--- src/rtl/dmem_arbiter.sv ---
// -----------------------------------------------------------------------------
// dmem_arbiter
//
// Shares the single-port data memory between the core MEM stage and the
// host/loader bridge. The arbiter owns the BRAM port (enable, write enable,
// word address, write data), routes the one-cycle-latency read data back to
// whichever requester issued the read, and stalls the core whenever it asks
// for the memory but does not get it.
//
// The host can take exclusive ownership with host_lock. The arbiter then moves
// NORMAL -> LOCK_PEND -> LOCKED:
//   - LOCK_PEND lets a core read issued in the last NORMAL cycle drain.
//   - LOCKED holds the core off so the host can bulk load or inspect memory.
//
// Build option:
//   DMEM_ARB_FAIR_EN  When defined, a saturating wait counter forces one host
//                     grant after HOST_MAX_WAIT consecutive denied host cycles
//                     in NORMAL. When undefined, the core always wins in NORMAL
//                     and the host can starve.
//
// Parameters:
//   ADDR_W         word-address width of the data memory
//   DATA_W         data width
//   HOST_MAX_WAIT  denied host cycles before a forced host grant (fair build)
//
// Ports:
//   clk, rst_n                         clock, asynchronous active-low reset
//   core_req/we/addr/wdata             core request (held until core_gnt)
//   core_gnt, core_stall               core issued this cycle / core stalled
//   core_rvalid, core_rdata            core read return, one cycle after grant
//   host_req/we/addr/wdata             host request (held until host_gnt)
//   host_lock                          host asks for exclusive ownership
//   host_gnt                           host issued this cycle
//   host_rvalid, host_rdata            host read return, one cycle after grant
//   locked                             arbiter is in LOCKED
//   mem_en/we/addr/wdata               BRAM port, driven by the granted side
//   mem_rdata                          BRAM read data, one cycle after issue
// -----------------------------------------------------------------------------
module dmem_arbiter #(
  parameter int ADDR_W        = 13,
  parameter int DATA_W        = 32,
  parameter int HOST_MAX_WAIT = 8
) (
  input  logic              clk,
  input  logic              rst_n,

  input  logic              core_req,
  input  logic              core_we,
  input  logic [ADDR_W-1:0] core_addr,
  input  logic [DATA_W-1:0] core_wdata,
  output logic              core_gnt,
  output logic              core_stall,
  output logic              core_rvalid,
  output logic [DATA_W-1:0] core_rdata,

  input  logic              host_req,
  input  logic              host_we,
  input  logic [ADDR_W-1:0] host_addr,
  input  logic [DATA_W-1:0] host_wdata,
  input  logic              host_lock,
  output logic              host_gnt,
  output logic              host_rvalid,
  output logic [DATA_W-1:0] host_rdata,

  output logic              locked,

  output logic              mem_en,
  output logic              mem_we,
  output logic [ADDR_W-1:0] mem_addr,
  output logic [DATA_W-1:0] mem_wdata,
  input  logic [DATA_W-1:0] mem_rdata
);

  typedef enum logic [1:0] {
    ST_NORMAL    = 2'd0,
    ST_LOCK_PEND = 2'd1,
    ST_LOCKED    = 2'd2
  } state_t;

  state_t state_reg;
  logic   locked_reg;
  logic   rd_core_reg;
  logic   rd_host_reg;
  logic   host_force;

  // ---------------------------------------------------------------------------
  // Host starvation guard
  // ---------------------------------------------------------------------------
`ifdef DMEM_ARB_FAIR_EN
  localparam int CNT_W = (HOST_MAX_WAIT < 1) ? 1 : $clog2(HOST_MAX_WAIT + 1);
  localparam logic [CNT_W-1:0] CNT_MAX = CNT_W'(HOST_MAX_WAIT);

  logic [CNT_W-1:0] wait_cnt_reg;

  // Counts consecutive cycles the host asked and was refused. Any grant or a
  // dropped request starts the count over.
  always_ff @(posedge clk or negedge rst_n) begin
    if (!rst_n) begin
      wait_cnt_reg <= '0;
    end else if (!host_req || host_gnt) begin
      wait_cnt_reg <= '0;
    end else if (wait_cnt_reg != CNT_MAX) begin
      wait_cnt_reg <= wait_cnt_reg + 1'b1;
    end
  end

  assign host_force = (state_reg == ST_NORMAL) && host_req &&
                      (wait_cnt_reg == CNT_MAX);
`else
  assign host_force = 1'b0;
`endif

  // ---------------------------------------------------------------------------
  // Grant decision (same cycle as the request)
  // ---------------------------------------------------------------------------
  // Grants are also held off while rst_n is low, so a requester that keeps
  // asking through reset can never write memory during reset.
  always_comb begin
    core_gnt = 1'b0;
    host_gnt = 1'b0;
    if (rst_n) begin
      case (state_reg)
        ST_NORMAL: begin
          if (host_force) begin
            host_gnt = 1'b1;
          end else if (core_req) begin
            core_gnt = 1'b1;
          end else begin
            host_gnt = host_req;
          end
        end
        // LOCK_PEND and LOCKED: the core is held off, the host is served.
        default: begin
          host_gnt = host_req;
        end
      endcase
    end
  end

  assign core_stall = core_req & ~core_gnt;

  // ---------------------------------------------------------------------------
  // BRAM port mux: the granted side drives it, everything is zero otherwise
  // ---------------------------------------------------------------------------
  always_comb begin
    mem_en    = core_gnt | host_gnt;
    mem_we    = 1'b0;
    mem_addr  = '0;
    mem_wdata = '0;
    if (core_gnt) begin
      mem_we    = core_we;
      mem_addr  = core_addr;
      mem_wdata = core_wdata;
    end else if (host_gnt) begin
      mem_we    = host_we;
      mem_addr  = host_addr;
      mem_wdata = host_wdata;
    end
  end

  // ---------------------------------------------------------------------------
  // Lock FSM and read-return tags
  // ---------------------------------------------------------------------------
  // The tags record who issued the read that mem_rdata will carry next cycle.
  // Only one grant exists per cycle, so at most one tag is set at a time.
  always_ff @(posedge clk or negedge rst_n) begin
    if (!rst_n) begin
      state_reg   <= ST_NORMAL;
      locked_reg  <= 1'b0;
      rd_core_reg <= 1'b0;
      rd_host_reg <= 1'b0;
    end else begin
      rd_core_reg <= core_gnt & ~core_we;
      rd_host_reg <= host_gnt & ~host_we;

      case (state_reg)
        ST_NORMAL: begin
          if (host_lock) begin
            state_reg  <= ST_LOCK_PEND;
            locked_reg <= 1'b0;
          end
        end
        // One cycle with no core grant lets the last core read return
        // before the host is told it owns the memory.
        ST_LOCK_PEND: begin
          if (host_lock) begin
            state_reg  <= ST_LOCKED;
            locked_reg <= 1'b1;
          end else begin
            state_reg  <= ST_NORMAL;
            locked_reg <= 1'b0;
          end
        end
        ST_LOCKED: begin
          if (!host_lock) begin
            state_reg  <= ST_NORMAL;
            locked_reg <= 1'b0;
          end
        end
        default: begin
          state_reg  <= ST_NORMAL;
          locked_reg <= 1'b0;
        end
      endcase
    end
  end

  assign locked      = locked_reg;
  assign core_rvalid = rd_core_reg;
  assign host_rvalid = rd_host_reg;

  // Both sides see the raw BRAM data; each qualifies it with its own rvalid.
  assign core_rdata  = mem_rdata;
  assign host_rdata  = mem_rdata;

endmodule
--- config.mk ---
export PLATFORM = sky130hd
export DESIGN_NAME = dmem_arbiter
export DESIGN_NICKNAME = d
export VERILOG_FILES = /design/src/rtl/dmem_arbiter.sv
export SDC_FILE = /design/constraint.sdc
export NUM_CORES = 1
export LEC_CHECK = 0
export ABC_AREA = 1
export CORE_AREA = 5 5 91 93
export CTS_CLUSTER_DIAMETER = 60
export DETAILED_ROUTE_END_ITERATION = 10
export DIE_AREA = 0 0 96 98
export PLACE_DENSITY = 0.79
export SLEW_MARGIN = 5
export SYNTH_ARGS = -nofsm -noshare
export SYNTH_HDL_FRONTEND = slang
export SYNTH_SLANG_ARGS = --single-unit
--- constraint.sdc ---
create_clock -name clk -period 1.72 [get_ports clk]
set_input_delay 0.516 -clock clk [delete_from_list [all_inputs] [get_ports clk]]
set_output_delay 0.516 -clock clk [all_outputs]
set_load 0.02 [all_outputs]
Word-level counts from Yosys, hierarchy flattened --
Cells that the tools add are included.
Word-level totals: bits of input ports 129, word-level logic and storage cells 37, output and inout port bits 117, flip-flop bits (word level) 5
Cells by class: eq/ne operators 4, multiplexer cells 20, bitwise operators 7, reduce and logical (&&, ||, !) cells 2
Operators with widths (number):
- 2-to-1 mux 32 bit | 2
- 2-to-1 mux 13 bit | 2
- 2-to-1 mux 1 bit | 11
- 2-to-1 mux 2 bit | 3
- one-hot mux 2 bit (3 select lines) | 1
- inequality test 2 bit (second input constant) | 2
- AND 1 bit | 3
- inverter 1 bit | 3
- one-hot mux 1 bit (3 select lines) | 1
- equality test 2 x 1 -> 1 bit (second input constant) | 1
- equality test 2 bit (second input constant) | 1
- zero test 2 bit | 1
- AND reduction 2 bit | 1
- bitwise OR 1 bit | 1

Depth between registers and ports, before layout --
depth in word-level cells 5, gate-level depth with buffers 6, depth with buffers taken out 4

Worst setup path after synthesis --
Ideal clock, no wire load.
kind input to output, from in core_req, to out core_stall, arrival time 1.209 ns, slack -0.005 ns, data required time 1.204 ns, stages 4, path buffers 1, cells stage by stage buf_2 nand3_1 inv_1 nor2_1
On the way: cells in the longest elaborated chain, start to end 5
RTL lines:
- from (decl) | line 47 | input logic core_req,
- 2-to-1 mux 1 bit | line 126 | end else if (core_req) begin
- 2-to-1 mux 1 bit | line 122 | case (state_reg)
- 2-to-1 mux 1 bit | line 121 | if (rst_n) begin
- via core_gnt | line 51 | output logic core_gnt,
- inverter 1 bit | line 140 | assign core_stall = core_req & ~core_gnt;
- AND 1 bit | line 140
- to (decl) | line 52 | output logic core_stall,
The timed path passes the listed nets, and every way through them passes these cells.

Worst setup path in the final report --
from reg state_reg[0], to out mem_wdata[19]
On the way: cells in the longest elaborated chain, start to end 5, elaborated cells between the ends (all ways) 7, classes of those cells mux: 6; reduce/logical: 1
RTL lines:
- from (decl) | line 80 | state_t state_reg;
- from (signal assigned) | line 168 | state_reg <= ST_NORMAL;
- from (signal assigned) | line 179 | state_reg <= ST_LOCK_PEND;
- from (signal assigned) | line 187 | state_reg <= ST_LOCKED;
- zero test 2 bit (*) | line 122
- 2-to-1 mux 1 bit | line 122
- 2-to-1 mux 1 bit | line 121
- 2-to-1 mux 32 bit | line 154 | end else if (host_gnt) begin
- 2-to-1 mux 32 bit (*) | line 150 | if (core_gnt) begin
- to (decl) | line 70 | output logic [DATA_W-1:0] mem_wdata,
Every way passes the cells marked *; elsewhere a longest branch is shown, timed or not.

==> impl_results.md <==
* Overall routed net length at 8192 um
* Width of the die at 96 um
* Maximum number of buffers from clock root to sink at 2
* Number of antenna violations at the first check in global routing at 0
* Leakage power at 1.556 nW
* Worst Path Arrival at 1490 ps
* Wire length of the first global-routing pass at 12160 um
* Gate count of the mapped netlist at 256
* Sequential Power Share at 6.3%
* Pre-antenna DRT Iters at 4
* Pin slew with the least headroom to its limit at 226.2 ps
* Root Buffer Master: clkbuf_8
* GRT Residual Overflow at 0
* Flip-flop count of the largest register after layout at 2
* Syn-to-layout area delta at 109.8%
* Final Slew Violations at 0
* Synth Area per Inst at 6.329 um^2
* Via count of the first global-routing pass at 2402
* Clock share of power at 7.8%
* Full die area at 9408 um^2
* Setup crit end kind: output pin
* Startpoint types: register
* Share of the synthesized area in the top cell type at 31.97%
* Instance area at placement at 2786 um^2
* Number of rows created at floorplan at 32
* Skew-Pair Late Insertion Delay at 220 ps
* Number of top-level pins at 246
* Highest achievable clock rate at 499.4 MHz
* Layout cells sized above 1 at 39.55%
* Post-synth top area cell: buf_4
* Outcome: finished, violations left
* Worst Skew at 1.270 ps
* Int Pwr at 1.547 mW
* Starting density of the core at 21.76%
* Cts bufs inserted at 3
* Via total after detailed routing at 2195
* Area contributors post-synth: buf_4 (32%), nand4_1 (18%), nand2_1 (12%), nand3_1 (12%), dfrtp_1 (7.7%)
* Unrepaired setup endpoints after global routing: true
* Clock tree from TritonCTS: done
* Fill count at 706
* Hold Worst Slack at 270.6 ps
* Max FO, Critical Path at 5
* Crit path setup slack, layout at -282.2 ps
* Final critical-path required period at 2002 ps
* Number of warnings issued by yosys at 0
* Clock-pin slew on the worst setup and hold paths at 40 ps
* Flip-flop and latch count after synthesis at 5
* Finished layout cell area at 3400 um^2
* Violated checks: setup timing
* Required @ worst endpoint at 1200 ps
* Sink Count at 5
* Number of diodes at 0
* Number of routed nets with antenna violations at 0
* Post-DP HPWL at 5523 um
* Class of the most critical setup path: reg -> out
* Share of power burned in combinational logic at 85.9%
* Count of input and output buffers at 149
* Class of the worst hold path: in -> async
* Number of nets at the end of the flow at 489
* Gpl congestion at 0.7641
* Sw power at 1.193 mW
* Switching power share of the total at 43.54%
* Maximum number of pins on one net before global-route repair at 33
* Worst slew margin at 84.87%
* Sequential element share of the synthesized area at 7.722%
* H-tree depth at 1
* Final setup violation count at 50
* Power density relative to cell area at 805.8 nW/um^2
* Average wire per standard cell at 17.77 um
* Global-route usage over all layers at 16.34%
* 1st-iter DRT viols at 32
* Max-capacitance violation count at 0
* Fraction of the cycle the final worst path needs at 116.4%
* Library cells used by synthesis at 17
* Synth Cell Area at 1620 um^2
* Aggregate negative setup slack at -11130 ps
* Via density per instance at 4.761
* Post-synthesis net count at 385
* IR drop worst, VDD at 326.4 uV
* Number of remaining DRC errors at 0
* Hold Vio Cnt, Final at 0
* Die Span Y at 98 um
* Standard cell core area at 7447 um^2
==> worst paths after layout <==
| kind | from | end | slack [ps] | cells past startpoint |
|---|---|---|---|---|
| worst max register to register | state_reg[0] | host_rvalid | 650 | 5 |
| min in group clk | locked | locked | 590 | 4 |
| worst max-delay path | state_reg[0] | mem_wdata[19] | -280 | 7 |
| worst min register to register | locked | locked | 590 | 4 |
| max in group asynchronous | rst_n | locked | 1300 | 2 |
| worst min-delay path | rst_n | host_rvalid | 270 | 2 |
==> power by group through the flow <==
stage          clock (mW)  combinational (mW)  sequential, mW
2_1_floorplan           0                1.09           0.195
3_3_place_gp            0                1.68           0.172
3_5_place_dp            0                1.70           0.173
4_1_cts             0.223                2.21           0.172
5_1_grt             0.233                2.51           0.176
6_report            0.215                2.35           0.171
==> critical path, stage by stage (launching register included) <==
cell,delay (ps)
dfrtp_1,400
nor2_4,190
nand2_4,110
buf_6,160
buf_16,140
nand3_4,80
nand2_2,50
buf_6,120
==> logic make-up (layout without fill, tap and decap cells) <==
group | after synthesis | after routing | synth area share (%)
and+or+nand+nor | 153 | 153 | 50.04
buffers and inverters | 96 | 199 | 41.62
DFF | 5 | 5 | 7.722
AOI/OAI and AO/OA | 2 | 2 | 0.6178
==> final cells by class <==
| class | count | area (um^2) | share of cell area (%) |
|---|---|---|---|
| Inverter | 7 | 33.78 | 0.9937 |
| Multi-Input combinational cell | 155 | 1013 | 29.81 |
| Timing Repair Buffer | 188 | 2054 | 60.43 |
| Clock buffer | 4 | 45.04 | 1.325 |
| Tap cell | 102 | 127.6 | 3.754 |
| Sequential cell | 5 | 125.1 | 3.681 |
==> cells in the final DEF, fill, tap and decap left out, types with 5 or more instances in the layout <==
master	Yosys	routed
nand2_2	1	14
nand3_4	0	8
nand4_1	46	46
clkdlybuf4s50_1	0	96
buf_16	0	6
nand3_2	10	17
buf_6	4	34
nand3_1	38	23
buf_4	69	35
buf_12	0	10
nand2_1	53	37
dfrtp_1	5	5
buf_2	11	5
==> Yosys cell counts <==
library cell   n
nor2_1         3
buf_2         11
dfrtp_1        5
nand4_1       46
nand3_2       10
nor3_1         1
buf_8          1
clkbuf_1       4
nor2_4         1
buf_4         69
nand2_1       53
a21oi_1        2
inv_2          1
inv_1          6
nand2_2        1
buf_6          4
nand3_1       38
==> timing repair <==
item / 4_1_cts / 5_1_grt
endpoints found under the setup margin: 50 / 50
setup buffers: 14 / 2
resized for setup: 305 / 37
gates cloned: 8 / 1
pin swaps: 17 / 19
hold buffers: 0 / 0
==> routing by layer <==
metal / global-route usage, % / routed length, um / part of all wire, %
met4: 8.315 / 349 / 4.3
met1: 16.54 / 2822 / 34
met2: 30.70 / 4312 / 53
met5: 0 / 0 / 0
met3: 3.082 / 707 / 8.6
==> per-stage QoR <==
step | utilization (%) | setup WS (ps) | power (mW) | std cells
floorplan | - | 23.47 | 1.287 | 256
global placement | 37.42 | -948.5 | 1.848 | 435
detailed placement | 37.42 | -964.5 | 1.873 | 435
CTS | 43.80 | -313.6 | 2.601 | 460
global route | 45.65 | -368.9 | 2.917 | 461
finish | 45.65 | -282.2 | 2.739 | 461
Note: power is estimated with default switching activity, not from simulation.
